### src/rtl/valid_dirty_array.sv
// valid_dirty_array: per-line valid/dirty metadata for the set-associative cache.
// Holds one valid and one dirty bit per (set, way), keeps a registered count of
// valid lines, and runs a flush sweep that invalidates one set per cycle.
module valid_dirty_array #(
  parameter int NUM_SETS = 8,
  parameter int NUM_WAYS = 2,
  parameter int IDX_W    = $clog2(NUM_SETS),
  parameter int WAY_W    = (NUM_WAYS > 1) ? $clog2(NUM_WAYS) : 1,
  parameter int CNT_W    = $clog2(NUM_SETS*NUM_WAYS+1)
) (
  input  logic                clk,
  input  logic                rst_n,
  input  logic [IDX_W-1:0]    index,
  input  logic [WAY_W-1:0]    way,
  input  logic                set_valid,
  input  logic                invalidate,
  input  logic                set_dirty,
  input  logic                clr_dirty,
  input  logic                flush_req,
  output logic [NUM_WAYS-1:0] valid_out,
  output logic [NUM_WAYS-1:0] dirty_out,
  output logic [CNT_W-1:0]    valid_count,
  output logic                flush_busy,
  output logic                flush_done
);

  typedef enum logic [1:0] {
    IDLE  = 2'd0,
    SWEEP = 2'd1,
    DONE  = 2'd2
  } flush_state_t;

  flush_state_t state_q, state_d;

  logic [NUM_WAYS-1:0] valid_q [NUM_SETS];
  logic [NUM_WAYS-1:0] dirty_q [NUM_SETS];
  logic [CNT_W-1:0]    count_q;
  logic [IDX_W-1:0]    ptr_q;
  logic                busy_q;
  logic                done_q;
  logic                way_ok;
  logic                line_valid;
  logic                last_set;

  // Number of valid ways in one set; used to shrink the count as the sweep clears a set.
  function automatic logic [CNT_W-1:0] pop_ways(input logic [NUM_WAYS-1:0] bits);
    logic [CNT_W-1:0] n;
    n = '0;
    for (int w = 0; w < NUM_WAYS; w++) begin
      n = n + CNT_W'(bits[w]);
    end
    return n;
  endfunction

  // A way select beyond NUM_WAYS (non power-of-two way counts) addresses nothing.
  assign way_ok     = (32'(way) < NUM_WAYS);
  assign line_valid = valid_q[index][way];
  assign last_set   = (ptr_q == IDX_W'(NUM_SETS-1));

  // Lookup is combinational; during the sweep every lookup is forced to miss.
  always_comb begin
    valid_out = valid_q[index];
    dirty_out = dirty_q[index];
    if (busy_q) begin
      valid_out = '0;
      dirty_out = '0;
    end
  end

  assign valid_count = count_q;
  assign flush_busy  = busy_q;
  assign flush_done  = done_q;

  // Flush FSM state register plus registered busy/done flags decoded from the next state.
  always_ff @(posedge clk or negedge rst_n) begin
    if (!rst_n) begin
      state_q <= IDLE;
      busy_q  <= 1'b0;
      done_q  <= 1'b0;
    end else begin
      state_q <= state_d;
      busy_q  <= (state_d == SWEEP);
      done_q  <= (state_d == DONE);
    end
  end

  // Next-state logic: one sweep step per set, then a single DONE cycle.
  always_comb begin
    state_d = state_q;
    case (state_q)
      IDLE:    if (flush_req) state_d = SWEEP;
      SWEEP:   if (last_set)  state_d = DONE;
      DONE:    state_d = IDLE;
      default: state_d = IDLE;
    endcase
  end

  // Metadata array, valid count and sweep pointer; requests are only honoured in IDLE.
  always_ff @(posedge clk or negedge rst_n) begin
    if (!rst_n) begin
      for (int s = 0; s < NUM_SETS; s++) begin
        valid_q[s] <= '0;
        dirty_q[s] <= '0;
      end
      count_q <= '0;
      ptr_q   <= '0;
    end else begin
      case (state_q)
        IDLE: begin
          if (flush_req) begin
            ptr_q <= '0;
          end
          if (way_ok) begin
            if (invalidate) begin
              valid_q[index][way] <= 1'b0;
              dirty_q[index][way] <= 1'b0;
              if (line_valid) begin
                count_q <= count_q - CNT_W'(1);
              end
            end else begin
              if (set_valid) begin
                valid_q[index][way] <= 1'b1;
                if (!line_valid) begin
                  count_q <= count_q + CNT_W'(1);
                end
              end
              if (set_dirty) begin
                dirty_q[index][way] <= 1'b1;
              end else if (clr_dirty) begin
                dirty_q[index][way] <= 1'b0;
              end
            end
          end
        end
        SWEEP: begin
          valid_q[ptr_q] <= '0;
          dirty_q[ptr_q] <= '0;
          count_q        <= count_q - pop_ways(valid_q[ptr_q]);
          ptr_q          <= ptr_q + IDX_W'(1);
        end
        default: ;
      endcase
    end
  end

endmodule

### config.mk
export PLATFORM = sky130hd
export DESIGN_NAME = valid_dirty_array
export DESIGN_NICKNAME = d
export VERILOG_FILES = /design/src/rtl/valid_dirty_array.sv
export SDC_FILE = /design/constraint.sdc
export NUM_CORES = 1
export LEC_CHECK = 0
export ABC_AREA = 0
export ABC_CLOCK_PERIOD_IN_PS = 2660
export BUFFER_PORTS_ARGS = -buffer_cell sky130_fd_sc_hd__clkbuf_2
export CORE_MARGIN = 3
export CORE_UTILIZATION = 41
export DETAILED_ROUTE_END_ITERATION = 8
export PLACE_DENSITY = 0.6
export SLEW_MARGIN = 20
export SYNTH_ARGS = -nofsm -noshare
export SYNTH_HDL_FRONTEND = slang
export SYNTH_SLANG_ARGS = --single-unit
### constraint.sdc
create_clock -name clk -period 2.66 [get_ports clk]
set_clock_uncertainty 0.2 [all_clocks]
set_input_delay 0.399 -clock clk [delete_from_list [all_inputs] [get_ports clk]]
set_output_delay 0.399 -clock clk [all_outputs]
set_load 0.005 [all_outputs]
# [Yosys cells after proc, flatten, opt, wreduce, memory -nomap -nowiden]
# Index checks and enable logic that the tools add are counted.
[word_totals] register_bits=44
[op_classes] addsub=5 magnitude_cmp=6 eq_ne=9 mux=36 n_bitwise=10 reduce_logical=9
[ops] operator="$mux W16" count=5
[ops] operator="$and A16 B16 Y16" count=4
[ops] operator="$pmux W16 S2" count=2
[ops] operator="$not A16 Y16" count=2
[ops] operator="$or A16 B16 Y16" count=2
[ops] operator="$mux W2" count=12
[ops] operator="$mux W5" count=4
[ops] operator="$bmux W2 S3" count=3
[ops] operator="$demux W2 S3" count=2
[ops] operator="$pmux W5 S2" count=1
[ops] operator="$ne A3 B3 Y1 const B" count=3
[ops] operator="$ge A4 B4 Y1 const B" count=2
[ops] operator="$lt A4 B1 Y1 const B" count=2
[ops] operator="$not A3 Y4" count=2
[ops] operator="$pmux W3 S2" count=1
[ops] operator="$reduce_and A2 Y1" count=3
[ops] operator="$add A5 B1 Y5 const B" count=1
[ops] operator="$sub A5 B1 Y5 const B" count=1
[ops] operator="$sub A5 B2 Y5" count=1
[ops] operator="$eq A2 B1 Y1 const B" count=2
[ops] operator="$ne A4 B4 Y1 const B" count=1
[ops] operator="$pmux W2 S2" count=1
[ops] operator="$reduce_and A4 Y1" count=1
[ops] operator="$add A3 B1 Y3 const B" count=1
[ops] operator="other kinds (12)" count=16

# [Longest topological paths before layout]
[logic_depth] ltp_word=12 depth_mapped=12

# [Least setup slack after synthesis]
# OpenSTA, ideal clock, no wires.
[synth_timing] path_type="register to register" from="register ptr_q[1]" to="register count_q[2], in the netlist valid_count[2]" arrival_time_ps=2263 required_time_ps=2334 setup_slack_ps=71 stages_incl_launch_ff=11 path_buffers=1 period_less_slack_ps=2589 path_cell_list="dfrtp_1 -> clkbuf_1 -> mux4_2 -> nand2_1 -> nand2_1 -> fa_1 -> ha_1 -> xnor2_1 -> nor2_1 -> a21oi_1 -> o21ai_0"
[synth_via] elab_chain_len=7
[synth_rtl] item="from (decl)" line="38" source="logic [IDX_W-1:0] ptr_q;"
[synth_rtl] item="from (signal assigned)" line="139" source="ptr_q <= ptr_q + IDX_W'(1);"
[synth_rtl] item="$not A3 Y4 (implied by the code)" line="138" source="count_q <= count_q - pop_ways(valid_q[ptr_q]);"
[synth_rtl] item="$bmux W2 S3" line="138"
[synth_rtl] item="$mux W2 (implied by the code) (2 in series)" line="138"
[synth_rtl] item="$add A1 B1 Y2" line="50" source="n = n + CNT_W'(bits[w]);"
[synth_rtl] item="$sub A5 B2 Y5" line="138"
[synth_rtl] item="$pmux W5 S2" line="108" source="case (state_q)"
[synth_rtl] item="to (signal assigned)" line="118" source="count_q <= count_q - CNT_W'(1);"
[synth_rtl] item="to (signal assigned)" line="124" source="count_q <= count_q + CNT_W'(1);"
[synth_rtl] item="to (signal assigned)" line="138"
[synth_rtl] item="to (decl)" line="37" source="logic [CNT_W-1:0] count_q;"
# Every way passes these cells. The select of a mux whose other input is x is not followed.
# A chain may end at the register's enable or synchronous reset.

# [Worst setup path in the final report]
[layout_timing] from="input index[0]" to="output dirty_out[0]"
[layout_via] elab_chain_len=5
[layout_rtl] item="from (decl)" line="13" source="input logic [IDX_W-1:0] index,"
[layout_rtl] item="$not A3 Y4 (implied by the code)" line="63" source="dirty_out = dirty_q[index];"
[layout_rtl] item="$bmux W2 S3" line="63"
[layout_rtl] item="$mux W2 (implied by the code) (2 in series)" line="63"
[layout_rtl] item="$mux W2" line="64" source="if (busy_q) begin"
[layout_rtl] item="to (decl)" line="21" source="output logic [NUM_WAYS-1:0] dirty_out,"
# Every way passes these cells. The select of a mux whose other input is x is not followed.

==> results.tsv <==
stage	metric	value	unit
power	power.total	2.90	mW
power	intPower	1.69	mW
clock_tree	clock_latency	320	ps
sta	max_slew.worst_pin.slew	581	ps
finish	layout_common_cells	65 x o21ai_0, 47 x nand2_1, 44 x dfrtp_1, 29 x nor2_1, 21 x clkbuf_2	
power	pwr-share-comb	45.2	%
clock_tree	path_clk_slew	80	ps
clock_tree	ctsRootBufferMaster	clkbuf_8	
sta	slew_violations	0	
sta	hold_viol	0	
synthesis	synth_area_leaders	dfrtp_1 40%, o21ai_0 12%, nand2_1 6.4%, mux2i_1 5.1%, mux4_2 4.1%	
placed_design	dpl.cell_count	410	
clock_tree	cts_hold_buf	1	
power	p_sw_share	41.8	%
grt	grt_pass1_vias	2421	
synthesis	synth_cells	319	
sta	slew_headroom	61.3	%
placed_design	port_buffers	21	
worst_setup_path	worst-endpoint-arrival	1860	ps
sta	finalWorstPathRequiredPeriod	2460	ps
synthesis	ys_ff_latch	44	
flow_run	drv_cap	0	
floorplan	core-area	6460	µm²
grt	grt_pass1_wl	12.5	mm
floorplan	die_area	7780	µm²
floorplan	chipHeight	88.2	µm
synthesis	synth_nets	338	
detailed_routing	avgViaCountPerCell	5.80	
finish	final_cell_area	3100	µm²
worst_setup_path	cp-start-kind	input pin	
clock_tree	ctsResizeCount	0	
clock_tree	clk_path_buf_depth	2	
sta	period_share	92.3	%
finish	fillerInstances	630	
power	ir_drop	329	µV
grt	antenna_found_initial	0	
outcome	status	finished clean	
finish	fin_nets	360	
detailed_routing	vias	2430	
synthesis	ys_types	44	
synthesis	synthesis.area	2770	µm²
sta	grt_setup_unrepaired	false	
grt	overflow	0	
worst_hold_path	min_path_type	input pin to flip-flop	
clock_tree	cts_made_buffers	5	
finish	final_util	48.0	%
worst_setup_path	cp_data_required_time	2060	ps
floorplan	rows	29	
synthesis	synth_top_cell_by_area	dfrtp_1	
placed_design	placed_area	2960	µm²
detailed_routing	routedWlPerCell	17.9	µm
power	p_leak	1.39	nW
sta	fmax	407	MHz
finish	layout_commonest_cell	o21ai_0	
grt	track_usage	21.0	%
detailed_routing	wirelength	7.49	mm
clock_tree	cts_tree	done	
sta	holdWs	183	ps
finish	final_layout_size_suffix_gt1_share	15.2	%
sta	finalSetupViolations	0	
finish	antenna_cells	0	
worst_setup_path	critPathCaptureType	primary output	
grt	grt_max_degree	45	
power	p_per_area	936	nW/µm²
detailed_routing	dr.pass1.iters	4	
floorplan	ios	22	
placed_design	routabilityCongestion	0.894	
floorplan	initial_core_util	42.9	%
detailed_routing	drt_iter0_drc	180	
placed_design	dp_hpwl	5.60	mm
sta	fin_ws	204	ps
synthesis	yosysSeqAreaShare	39.8	%
synthesis	synth_top_area_share	39.8	%
worst_setup_path	critPathMaxFanout	10	
worst_setup_path	worst-setup-path-type	input pin to primary output	
sta	setup_tns	0	ps
synthesis	ys_warn_count	0	
power	pwr-share-seq	34.9	%
clock_tree	cts_setup_buffers	0	
finish	fin_cells	419	
floorplan	die_w	88.2	µm
placed_design	dp_slack	74.6	ps
synthesis	synth.avg_cell_area	8.68	µm²
finish	area_growth	11.9	%
detailed_routing	ant_nets	0	
power	switchingPower	1.21	mW
clock_tree	h-tree-depth	2	
power	pwr-share-clk	19.9	%
detailed_routing	route.detailed.drc	0	
clock_tree	cts_sinks	44	
[power by group through the flow]
stage,Sequential (mW),Clock [mW],Combinational [mW]
floorplan,0.946,0,0.947
global placement,1.02,0,1.28
detailed placement,1.03,0,1.29
CTS,1.01,0.586,1.31
global route,1.04,0.611,1.49
finish,1.01,0.578,1.31
[layout make-up]
class	count	area [µm²]	share of cell area, %
clock buffers	7	96.3	3.11
clock inverters	1	30.0	0.969
inverters	8	30.0	0.969
multi-input cells	246	1520	49.2
flip-flops and latches	44	1100	35.5
well taps	77	96.3	3.11
repair buffers	36	220	7.11
[layer usage]
metal  track usage, %  up-vias  part of all wire (%)
met3             5.08       13                   5.5
li1                 -     1168                     -
met5                0        -                     0
met4             7.28        0                   2.0
met2             32.4       73                    45
met1             29.1     1176                    47
[worst max-delay path, cell delays in order]
cell      delay [ps]
clkbuf_2         280
mux2_2           380
a22oi_1          290
nor2_1            70
a221oi_1         260
nor2_1            70
clkbuf_2         120
[path summary, 6_finish.rpt]
path / from / end / slack, ps / cells after the start
worst max-delay path: index[0] / dirty_out[0] / 200 / 7
worst min-delay path: flush_req / flush_busy$_DFF_PN0_ / 180 / 3
worst max register to register: flip-flop / valid_count[4]$_DFFE_PN0P_ / 210 / 8
worst min register to register: valid_count[4]$_DFFE_PN0P_ / valid_count[4]$_DFFE_PN0P_ / 270 / 1
max in group asynchronous: rst_n / async pin / 1360 / 3
min in group asynchronous: rst_n / flush_busy$_DFF_PN0_ / 500 / 3
[synth_stat cells]
cell type   n
a211o_1     1
a211oi_1    1
a21o_1      4
a21oi_1    17
a221o_1     1
a221oi_1    1
a22o_1      3
a22oi_1     2
a31oi_1     2
a32o_1      1
and2_1      1
and3_1      2
buf_1       1
buf_12      1
buf_2       3
buf_6       2
clkbuf_1   14
dfrtp_1    44
fa_1        2
ha_1        6
inv_1       8
mux2_2      2
mux2i_1    14
mux4_1      1
mux4_2      5
nand2_1    47
nand2b_1    3
nand3_1     6
nand3b_1    1
nand4_1     1
nor2_1     29
nor2b_1     6
nor3_1      5
nor3_2      1
nor3b_1     1
o211ai_1    1
o21ai_0    65
o21bai_1    1
o22a_1      1
o22ai_1     2
o41ai_1     1
or2_2       1
xnor2_1     5
xor2_1      3
[logic make-up after synthesis]
family,share of synthesized area (%)
xor+xnor,2.53
flops,39.8
simple gates,16.4
buf+inv,5.20
mux,10.9
fa+ha+maj,4.16
compound gates,21.1
No activity file was read; power rests on OpenSTA's default activity.
